$ cat src/rtl/axis_write_data.sv
// rtl/axis_write_data.sv - packs a DATA_WIDTH stream into AXI write-data beats
// through a first-word-fall-through buffer, with burst-aligned wlast.
module axis_write_data #(
  parameter int BUF_AWIDTH     = 4,
  parameter int CFG_DWIDTH     = 32,
  parameter int WIDTH_RATIO    = 2,
  parameter int CONVERT_SHIFT  = 1,
  parameter int AXI_LEN_WIDTH  = 4,
  parameter int AXI_DATA_WIDTH = 64,
  parameter int DATA_WIDTH     = 32
) (
  input  logic                      clk,
  input  logic                      rst,
  input  logic [CFG_DWIDTH-1:0]     cfg_length,
  input  logic                      cfg_val,
  output logic                      cfg_rdy,
  output logic [AXI_DATA_WIDTH-1:0] axi_wdata,
  output logic                      axi_wvalid,
  input  logic                      axi_wready,
  output logic                      axi_wlast,
  input  logic [DATA_WIDTH-1:0]     data,
  input  logic                      valid,
  output logic                      ready
);

  localparam int DEPTH  = 1 << BUF_AWIDTH;
  localparam int LANE_W = (CONVERT_SHIFT > 0) ? CONVERT_SHIFT : 1;
  localparam logic [CFG_DWIDTH-1:0]    REM_MASK  = CFG_DWIDTH'(WIDTH_RATIO - 1);
  localparam logic [AXI_LEN_WIDTH-1:0] BURST_END = '1;

  typedef enum logic {IDLE, ACTIVE} state_t;
  state_t state;

  logic [CFG_DWIDTH-1:0]     words_left;
  logic [CFG_DWIDTH-1:0]     beats_total;
  logic [CFG_DWIDTH-1:0]     beat_idx;
  logic [CFG_DWIDTH-1:0]     beats_calc;
  logic [LANE_W-1:0]         lane;
  logic [AXI_DATA_WIDTH-1:0] pack_q;
  logic [AXI_DATA_WIDTH-1:0] pack_next;
  logic [AXI_DATA_WIDTH-1:0] mem [DEPTH];
  logic [BUF_AWIDTH-1:0]     wr_ptr;
  logic [BUF_AWIDTH-1:0]     rd_ptr;
  logic [BUF_AWIDTH:0]       count;

  logic fifo_full;
  logic group_done;
  logic word_take;
  logic push;
  logic pop;
  logic beats_round_up;

  assign beats_round_up = |(cfg_length & REM_MASK);
  assign beats_calc     = (cfg_length >> CONVERT_SHIFT) + CFG_DWIDTH'(beats_round_up);

  assign fifo_full  = (count == (BUF_AWIDTH + 1)'(DEPTH));
  assign group_done = (int'(lane) == WIDTH_RATIO - 1) || (words_left == CFG_DWIDTH'(1));

  assign axi_wvalid = !rst && (count != '0);
  assign axi_wdata  = axi_wvalid ? mem[rd_ptr] : '0;
  assign axi_wlast  = axi_wvalid &&
                      ((beat_idx[AXI_LEN_WIDTH-1:0] == BURST_END) ||
                       (beat_idx == beats_total - CFG_DWIDTH'(1)));
  assign pop        = axi_wvalid && axi_wready;

  // A full buffer still admits the group-completing word when a beat drains that cycle.
  assign ready     = !rst && (state == ACTIVE) && (words_left != '0) &&
                     (!fifo_full || (group_done && pop));
  assign word_take = valid && ready;
  assign push      = word_take && group_done;
  assign cfg_rdy   = !rst && (state == IDLE);

  always_comb begin
    pack_next = pack_q;
    for (int k = 0; k < WIDTH_RATIO; k++) begin
      if (int'(lane) == k) pack_next[k*DATA_WIDTH +: DATA_WIDTH] = data;
    end
  end

  always_ff @(posedge clk) begin
    if (push) mem[wr_ptr] <= pack_next;
  end

  always_ff @(posedge clk) begin
    if (rst) begin
      state       <= IDLE;
      words_left  <= '0;
      beats_total <= '0;
      beat_idx    <= '0;
      lane        <= '0;
      pack_q      <= '0;
      wr_ptr      <= '0;
      rd_ptr      <= '0;
      count       <= '0;
    end else begin
      case (state)
        IDLE: begin
          if (cfg_val && (cfg_length != '0)) begin
            state       <= ACTIVE;
            words_left  <= cfg_length;
            beats_total <= beats_calc;
            beat_idx    <= '0;
            lane        <= '0;
            pack_q      <= '0;
          end
        end
        ACTIVE: begin
          if (word_take) begin
            words_left <= words_left - CFG_DWIDTH'(1);
            // Clearing the packer on completion keeps unused lanes of a short final group zero.
            if (group_done) begin
              lane   <= '0;
              pack_q <= '0;
            end else begin
              lane   <= lane + LANE_W'(1);
              pack_q <= pack_next;
            end
          end
          if (pop) begin
            beat_idx <= beat_idx + CFG_DWIDTH'(1);
            if (beat_idx == beats_total - CFG_DWIDTH'(1)) state <= IDLE;
          end
        end
        default: state <= IDLE;
      endcase

      if (push) wr_ptr <= wr_ptr + BUF_AWIDTH'(1);
      if (pop)  rd_ptr <= rd_ptr + BUF_AWIDTH'(1);
      case ({push, pop})
        2'b10:   count <= count + (BUF_AWIDTH + 1)'(1);
        2'b01:   count <= count - (BUF_AWIDTH + 1)'(1);
        default: count <= count;
      endcase
    end
  end

endmodule

$ cat config.mk
export PLATFORM = sky130hd
export DESIGN_NAME = axis_write_data
export DESIGN_NICKNAME = d
export VERILOG_FILES = /design/src/rtl/axis_write_data.sv
export SDC_FILE = /design/constraint.sdc
export NUM_CORES = 1
export LEC_CHECK = 0
export ABC_AREA = 1
export BUFFER_PORTS_ARGS = -buffer_cell sky130_fd_sc_hd__buf_2
export CAP_MARGIN = 20
export CORE_ASPECT_RATIO = 1.75
export CORE_MARGIN = 4
export CORE_UTILIZATION = 45
export DETAILED_ROUTE_END_ITERATION = 6
export SLEW_MARGIN = 15
export SYNTH_ARGS = -nofsm -noshare
export SYNTH_HDL_FRONTEND = slang
export SYNTH_SLANG_ARGS = --single-unit
$ cat constraint.sdc
create_clock -name clk -period 5.3 [get_ports clk]
set_clock_uncertainty 0.1 [all_clocks]
set_input_delay 0.265 -clock clk [delete_from_list [all_inputs] [get_ports clk]]
set_output_delay 0.265 -clock clk [all_outputs]
set_load 0.02 [all_outputs]
==> metrics.txt, run 1 <==
# TYPE chip_impl_metric gauge
chip_impl_metric{name="worstPathArrival",unit="ns"} 4.55
chip_impl_metric{name="static-leakage-power",unit="nW"} 19.5
chip_impl_metric{name="fin_total_pwr",unit="mW"} 20.7
chip_impl_info{name="critical_path.startpoint_type",value="flip-flop"} 1
chip_impl_metric{name="path_clk_slew",unit="ns"} 0.08
chip_impl_metric{name="power_density",unit="mW/mm^2"} 358
chip_impl_metric{name="global_route.usage.total",unit="%"} 24.8
chip_impl_metric{name="tritoncts_num_sinks",unit=""} 1203
chip_impl_metric{name="detail_route.drc_violations",unit=""} 0
chip_impl_metric{name="max-vdd-ir-drop",unit="uV"} 242
chip_impl_metric{name="timing.hold.worst_path_depth",unit=""} 3
chip_impl_metric{name="route.vias.total",unit=""} 37301
chip_impl_metric{name="die_y",unit="um"} 455
chip_impl_metric{name="maxCapViolCount",unit=""} 0
chip_impl_metric{name="timing_worst_slew_pin_value",unit="ns"} 1.12
chip_impl_metric{name="synth_nets",unit=""} 4802
chip_impl_metric{name="detailedPlacementHpwl",unit="um"} 89300
chip_impl_metric{name="multi_input_area",unit="sq mm"} 0.0153
chip_impl_metric{name="wire_per_inst",unit="um"} 24.2
chip_impl_metric{name="totalNegativeSetupSlack",unit="ns"} 0
chip_impl_metric{name="initial_core_util",unit="%"} 45.4
chip_impl_metric{name="place.port_buffers",unit=""} 136
chip_impl_info{name="timing.critical_path.cells",value="nor2_2 -> nand2_1 -> nor2_2 -> nand3_1 -> o21ai_4 -> buf_4 -> nand2_1 -> nand3_2 -> nand3_4 -> nand2_4 -> nand2_1 -> a21oi_1 -> dlygate4sd3_1"} 1
chip_impl_metric{name="first_pass_iters",unit=""} 5
chip_impl_metric{name="floorplan.rows",unit=""} 163
chip_impl_metric{name="grt_first_pass_wirelength",unit="um"} 228000
chip_impl_info{name="critical-path-top-cell-by-count",value="nand2_1"} 1
chip_impl_metric{name="core_region_area",unit="sq mm"} 0.113
chip_impl_metric{name="proportion_of_layout_cells_with_a_drive_suffix_above_1",unit="%"} 8.75
chip_impl_info{name="hold_class",value="in -> reg"} 1
chip_impl_metric{name="layout_filler_cell_count",unit=""} 9942
chip_impl_metric{name="final-setup-viol-count",unit=""} 0
chip_impl_metric{name="maxSlewViolCount",unit=""} 0
chip_impl_info{name="root_buffer_cell",value="clkbuf_16"} 1
chip_impl_metric{name="drt-initial-drc-count",unit=""} 3187
chip_impl_info{name="tritoncts_clock_tree",value="yes"} 1
chip_impl_metric{name="layout_overhead_on_the_synthesized_area",unit="%"} 12.3
chip_impl_metric{name="register_bit_total_from_synthesis",unit=""} 1203
chip_impl_metric{name="area.sequential",unit="sq mm"} 0.0343
chip_impl_info{name="grt_setup_unrepaired",value="false"} 1
chip_impl_info{name="timing.setup.critical_path_class",value="reg -> reg"} 1
chip_impl_metric{name="crit_path_max_fanout",unit=""} 66
chip_impl_metric{name="htree_levels",unit=""} 3
chip_impl_metric{name="drt.antenna.violating_nets",unit=""} 0
chip_impl_metric{name="ctsLongestPathBuffers",unit=""} 3
chip_impl_metric{name="report.final.hold_viol_count",unit=""} 0
chip_impl_info{name="setup.worst_path.end_class",value="flip-flop"} 1
chip_impl_info{name="run_status",value="completed"} 1
chip_impl_metric{name="detail_route.vias_per_cell",unit=""} 5.89
chip_impl_metric{name="finalWorstPathRequiredPeriod",unit="ns"} 3.99
chip_impl_metric{name="worst_skew_pair_latency",unit="ns"} 0.73
chip_impl_metric{name="final.period_utilization",unit="%"} 75.2
chip_impl_metric{name="proportion_of_synthesized_chip_area_in_sequential_cells",unit="%"} 66.8
chip_impl_info{name="cpMaxStageDelayCell",value="buf_4"} 1
chip_impl_metric{name="wl",unit="um"} 153000
chip_impl_metric{name="synth_area_per_cell",unit="sq um"} 10.9
chip_impl_metric{name="largest_net_degree_at_the_start_of_global_routing",unit=""} 225
chip_impl_metric{name="synthesis.instances",unit=""} 4717
chip_impl_metric{name="worst_slew_margin_rel",unit="%"} 25.0
chip_impl_metric{name="ys_types",unit=""} 39
chip_impl_metric{name="die-area",unit="sq mm"} 0.120
chip_impl_metric{name="synth-warning-count",unit=""} 0
chip_impl_metric{name="syn_area",unit="sq mm"} 0.0514
chip_impl_metric{name="fp.dieW",unit="um"} 263
chip_impl_metric{name="design.final.nets",unit=""} 4828
chip_impl_metric{name="floorplan.io_pins",unit=""} 137
chip_impl_metric{name="grt_antenna_before_repair",unit=""} 18
chip_impl_metric{name="grt_pass1_vias",unit=""} 36627
chip_impl_metric{name="critPathRequiredTime",unit="ns"} 5.87
chip_impl_metric{name="timing.reg2reg.worst_path_depth",unit=""} 13
chip_impl_metric{name="cts_made_buffers",unit=""} 107
chip_impl_metric{name="ctsResizeCount",unit=""} 0
chip_impl_metric{name="highest_clock_rate",unit="MHz"} 251
chip_impl_metric{name="grt_overflow",unit=""} 0
chip_impl_metric{name="routability_congestion_estimate_from_global_placement",unit=""} 0.965
chip_impl_metric{name="critPathMaxStageDelay",unit="ns"} 0.68
==> worst max-delay path, delay by kind of cell (launching register included) <==
| kind | cells | cell delay (ns) |
|---|---|---|
| AO/OA/AOI/OAI | 2 | 0.43 |
| buffers and inverters | 2 | 1.24 |
| flip-flops | 1 | 0.37 |
| AND/OR/NAND/NOR | 9 | 1.76 |
==> Yosys cell counts <==
cell       instances  area [sq um]
nor3b_1           65           488
nor3_1            33           165
nor2_1           799          3000
and2_1             1          6.26
a31oi_1            3          18.8
buf_6              7          78.8
inv_1            144           541
o22ai_1           83           519
o211ai_1          82           616
inv_2             11          41.3
o21ai_0          598          2990
o221ai_1         176          1540
o21ai_2            1          8.76
o41ai_1            1          8.76
nand4_1           36           225
edfxtp_1        1024         30700
nand3b_1           8          60.1
nand2_1          595          2230
buf_1             24          90.1
o2111ai_2          1          15.0
nand3_4            1          17.5
xor2_1            60           526
a211oi_1           4          30.0
clkbuf_1         268          1010
nand3_1          221          1110
nor4_1            12          75.1
nor3_2             1          10.0
xnor2_1           21           184
nand2_2            2          12.5
dfxtp_1          179          3580
o31ai_1            1          7.51
nand3_2            1          10.0
buf_2             21           105
or2_2              4          25.0
a21oi_1          201          1010
o21a_1             2          15.0
ha_1              16           200
nor2_2             4          25.0
o21bai_1           6          45.0
==> per-stage QoR <==
stage | setup WS (ns) | std cells | area (sq um) | hold WS [ns] | utilization (%)
floorplan | 0.547 | 4717 | 51400 | 0.348 | -
global placement | 1.45 | 6079 | 53600 | 0.370 | 47.3
detailed placement | 1.39 | 6079 | 53600 | 0.365 | 47.3
CTS | 1.29 | 6322 | 57700 | 0.145 | 50.9
global route | 1.06 | 6328 | 57700 | 0.209 | 51.0
finish | 1.31 | 6333 | 57700 | 0.221 | 51.0
==> final timing paths <==
path / from / to / slack (ns)
worst max-delay path: words_left[10]$_SDFFE_PP0P_ / pack_q[8]$_SDFFE_PP0P_ / 1.31
worst min register to register: beats_total[1]$_SDFFE_PP0P_ / beats_total[1]$_SDFFE_PP0P_ / 0.37
worst max register to register: words_left[10]$_SDFFE_PP0P_ / pack_q[8]$_SDFFE_PP0P_ / 1.31
worst min-delay path: data[5] / mem[7][5]$_DFFE_PP_ / 0.22
==> cell type report <==
| cell class | instances | share of cell area, % |
|---|---|---|
| inverter | 155 | 1.04 |
| antenna | 11 | 0.0477 |
| timing repair buffer | 237 | 3.19 |
| multi-input combinational | 3039 | 26.6 |
| tap | 1485 | 3.22 |
| sequential | 1203 | 59.5 |
| clock buffer | 130 | 4.99 |
| clock inverter | 73 | 1.38 |
==> sequential cells by signal, indices dropped and copies added (netlist names), named ones only <==
signal,count
state,1
mem,1024
words_left,32
rd_ptr,4
beat_idx,32
beats_total,32
wr_ptr,4
count,5
lane,1
pack_q,64
==> layout by cell type (no fill, tap or decap), types with 82 or more instances in the layout <==
cell type / n
a21oi_1: 201
clkbuf_16: 108
buf_2: 135
o22ai_1: 83
inv_1: 144
nand3_1: 221
o221ai_1: 176
o21ai_0: 598
dfxtp_1: 174
o211ai_1: 82
edfxtp_1: 1024
nor2_1: 782
nand2_1: 593
==> metal layers <==
metal  vias up  track usage, %  wire (um)
li1      17089               -          -
met1     18620            30.0      58500
met2      1254            44.1      78500
met3       328            3.99       9410
met4        10            10.5       6780
met5         -               0         69
==> cells by family (layout without fill, tap and decap cells) <==
group | count (synthesis) | after routing | synth area share, %
XOR/XNOR | 81 | 81 | 1.38
AND/OR/NAND/NOR | 1783 | 1783 | 14.5
flip-flops | 1203 | 1203 | 66.8
AO/OA/AOI/OAI | 1159 | 1159 | 13.3
other | 0 | 11 | 0
adder cells (fa/ha/maj) | 16 | 16 | 0.390
buffers and inverters | 475 | 595 | 3.62
==> repair_timing <==
action	4_1_cts	5_1_grt
setup buffers	0	0
hold buffers	40	0
hold endpoints to repair	91	0
==> power by group <==
part | switching, mW | internal [mW]
clock | 3.61 | 4.49
sequential | 0.0945 | 10.4
combinational | 1.56 | 0.539
Note: power is estimated with default switching activity, not from simulation.
==> inputs of run 2 (changes only) <==
==> constraint.sdc (replaced) <==
create_clock -name clk -period 4 [get_ports clk]
set_clock_uncertainty 0.1 [all_clocks]
set_input_delay 0.2 -clock clk [delete_from_list [all_inputs] [get_ports clk]]
set_output_delay 0.2 -clock clk [all_outputs]
set_load 0.02 [all_outputs]
==> run 2 against run 1 <==
Against the previous run: sequential power rose by 31%; flip-flop and latch count did not move; critical path depth fell by 7; non-clock buffer count rose by 32; power rose by 30%; routed wire length barely moved; design area rose by 0.19%; cell count rose by 0.41%; combinational power rose by 35%; largest cell class unchanged.
==> metrics.txt, run 2 (synthesis gave the netlist of run 1 again) <==
# TYPE chip_impl_metric gauge
chip_impl_info{name="critical_path.startpoint_type",value="flip-flop"} 1
chip_impl_info{name="hold_class",value="in -> reg"} 1
chip_impl_info{name="critical_path.reg2reg.startpoint",value="words_left[14]$_SDFFE_PP0P_"} 1
chip_impl_metric{name="number_of_flip_flops_in_the_largest_register",unit=""} 1024
chip_impl_metric{name="drt.antenna.violating_nets",unit=""} 0
chip_impl_metric{name="highest_clock_rate",unit="MHz"} 267
chip_impl_info{name="largest_register",value="mem"} 1
chip_impl_metric{name="finalWorstPathRequiredPeriod",unit="ns"} 3.74
chip_impl_metric{name="final-setup-viol-count",unit=""} 0
chip_impl_metric{name="detail_route.drc_violations",unit=""} 0
chip_impl_metric{name="initial_core_util",unit="%"} 45.4
chip_impl_info{name="r2r-end",value="mem[6][26]$_DFFE_PP_"} 1
chip_impl_metric{name="wire_per_inst",unit="um"} 24.1
chip_impl_metric{name="static-leakage-power",unit="nW"} 19.5
chip_impl_info{name="setup.worst_path.end_class",value="output port"} 1
chip_impl_metric{name="worst_skew_pair_latency",unit="ns"} 0.71
chip_impl_info{name="leading_cell_types_in_the_layout_fill_and_taps_excluded",value="edfxtp_1 (1024), nor2_1 (782), o21ai_0 (598)"} 1
chip_impl_metric{name="maxSlewViolCount",unit=""} 0
chip_impl_metric{name="max-vdd-ir-drop",unit="uV"} 366
chip_impl_metric{name="timing_worst_slew_pin_value",unit="ns"} 1.03
chip_impl_metric{name="drt-initial-drc-count",unit=""} 3403
chip_impl_metric{name="grt_antenna_before_repair",unit=""} 18
chip_impl_metric{name="die_y",unit="um"} 455
chip_impl_metric{name="crit_path_max_fanout",unit=""} 49
chip_impl_metric{name="route.vias.total",unit=""} 37158
chip_impl_metric{name="report.final.hold_viol_count",unit=""} 0
chip_impl_metric{name="design.final.nets",unit=""} 4858
chip_impl_metric{name="ctsResizeCount",unit=""} 0
chip_impl_metric{name="use_met3",unit="%"} 3.97
chip_impl_metric{name="grt_pass1_vias",unit=""} 36337
chip_impl_metric{name="die-area",unit="sq mm"} 0.120
chip_impl_metric{name="htree_levels",unit=""} 3
chip_impl_metric{name="proportion_of_layout_cells_with_a_drive_suffix_above_1",unit="%"} 8.93
chip_impl_metric{name="detailedPlacementHpwl",unit="um"} 87300
chip_impl_metric{name="first_pass_iters",unit=""} 5
chip_impl_info{name="tritoncts_clock_tree",value="yes"} 1
chip_impl_metric{name="core_region_area",unit="sq mm"} 0.113
chip_impl_metric{name="path_clk_slew",unit="ns"} 0.06
chip_impl_metric{name="count_of_hold_buffers_inserted_by_post_cts_repair",unit=""} 46
chip_impl_metric{name="area.sequential",unit="sq mm"} 0.0343
chip_impl_info{name="grt_setup_unrepaired",value="false"} 1
chip_impl_info{name="timing.setup.critical_path_class",value="reg -> out"} 1
chip_impl_metric{name="worst_slew_margin_rel",unit="%"} 31.2
chip_impl_info{name="run_status",value="completed"} 1
chip_impl_metric{name="place.port_buffers",unit=""} 136
chip_impl_metric{name="global_route.usage.total",unit="%"} 24.8
chip_impl_info{name="global_route.peak_usage_layer",value="met2"} 1
chip_impl_info{name="layout_top_registers",value="mem: 1024 flops, pack_q: 64 flops"} 1
chip_impl_metric{name="final.period_utilization",unit="%"} 93.5
chip_impl_metric{name="global_route.usage.met1",unit="%"} 29.5
chip_impl_metric{name="grt_first_pass_wirelength",unit="um"} 227000
chip_impl_info{name="root_buffer_cell",value="clkbuf_16"} 1
chip_impl_metric{name="postLayoutCellArea",unit="sq mm"} 0.0578
chip_impl_metric{name="multi_input_area",unit="sq mm"} 0.0153
chip_impl_metric{name="tritoncts_num_sinks",unit=""} 1203
chip_impl_metric{name="timing.hold.worst_path_depth",unit=""} 6
chip_impl_metric{name="largest_net_degree_at_the_start_of_global_routing",unit=""} 157
chip_impl_metric{name="grt_overflow",unit=""} 0
chip_impl_metric{name="fp.dieW",unit="um"} 263
chip_impl_metric{name="fin_total_pwr",unit="mW"} 26.9
chip_impl_metric{name="reg2reg_slack",unit="ns"} 0.27
chip_impl_metric{name="maxCapViolCount",unit=""} 0
chip_impl_metric{name="worstPathArrival",unit="ns"} 3.44
chip_impl_metric{name="detail_route.vias_per_cell",unit=""} 5.84
chip_impl_metric{name="totalNegativeSetupSlack",unit="ns"} 0
chip_impl_metric{name="cts_made_buffers",unit=""} 105
chip_impl_metric{name="ctsLongestPathBuffers",unit=""} 3
chip_impl_info{name="timing.critical_path.to",value="axi_wdata[19]"} 1
chip_impl_metric{name="wl",unit="um"} 153000
chip_impl_metric{name="layout_filler_cell_count",unit=""} 10052
chip_impl_metric{name="critPathRequiredTime",unit="ns"} 3.70
chip_impl_metric{name="power_density",unit="mW/mm^2"} 465
chip_impl_metric{name="routability_congestion_estimate_from_global_placement",unit=""} 0.934
chip_impl_metric{name="met2_usage",unit="%"} 44.9
chip_impl_metric{name="placement.cell_area",unit="sq mm"} 0.0538
chip_impl_metric{name="layout_overhead_on_the_synthesized_area",unit="%"} 12.5
chip_impl_info{name="mostFrequentLayoutCell",value="edfxtp_1"} 1
chip_impl_metric{name="post_cts_buffers",unit=""} 0
chip_impl_metric{name="timing.reg2reg.worst_path_depth",unit=""} 11
chip_impl_metric{name="floorplan.io_pins",unit=""} 137
chip_impl_metric{name="floorplan.rows",unit=""} 163
[run 2: power by group]
| group | switching, mW | total, mW | leakage (nW) | internal (mW) |
|---|---|---|---|---|
| logic | 2.08 | 2.83 | 7.09 | 0.755 |
| registers | 0.118 | 13.8 | 10.7 | 13.7 |
| clock network | 4.61 | 10.2 | 1.67 | 5.63 |
[run 2: worst max-delay path, cell delays in order (launching register included)]
cell and delay [ns]:
dfxtp_4 0.76, buf_4 0.62, o21ai_0 0.20, o221ai_1 0.29, nand3_1 0.13, a21oi_1 0.42
buf_2 0.26
[run 2: area by class of cell]
cell class	count	share of cell area (%)
Timing Repair Buffer	269	3.75
Antenna cell	12	0.0520
Inverter	155	1.04
Tap cell	1485	3.21
Multi-Input combinational cell	3039	26.5
Clock buffer	115	4.68
Sequential cell	1203	59.4
Clock inverter	81	1.29
[run 2: stage by stage]
step | hold WS, ns | std cells | utilization, % | setup slack (ns)
6_report | 0.0659 | 6359 | 51.1 | 0.261
5_1_grt | 0.147 | 6349 | 51.0 | 0.0595
4_1_cts | 0.0327 | 6346 | 51.0 | 0.166
3_5_place_dp | 0.369 | 6104 | 47.6 | 0.323
3_3_place_gp | 0.369 | 6104 | 47.6 | 0.295
2_1_floorplan | 0.298 | 4717 | - | -0.753
[run 2: worst min-delay path by stage]
stage | start | end
global route | cfg_val | beats_total[30]$_SDFFE_PP0P_
floorplan | cfg_length[16] | beats_total[15]$_SDFFE_PP0P_
CTS | cfg_val | beats_total[26]$_SDFFE_PP0P_
global placement | pack_q[13]$_SDFFE_PP0P_ | pack_q[13]$_SDFFE_PP0P_
finish | cfg_val | beats_total[26]$_SDFFE_PP0P_
detailed placement | beats_total[1]$_SDFFE_PP0P_ | beats_total[1]$_SDFFE_PP0P_
[run 2: layer usage]
layer  wire, um  part of all wire [%]
met4       6450                   4.2
met3       9010                   5.9
met5         53                 0.035
met2      79700                    52
met1      58100                    38
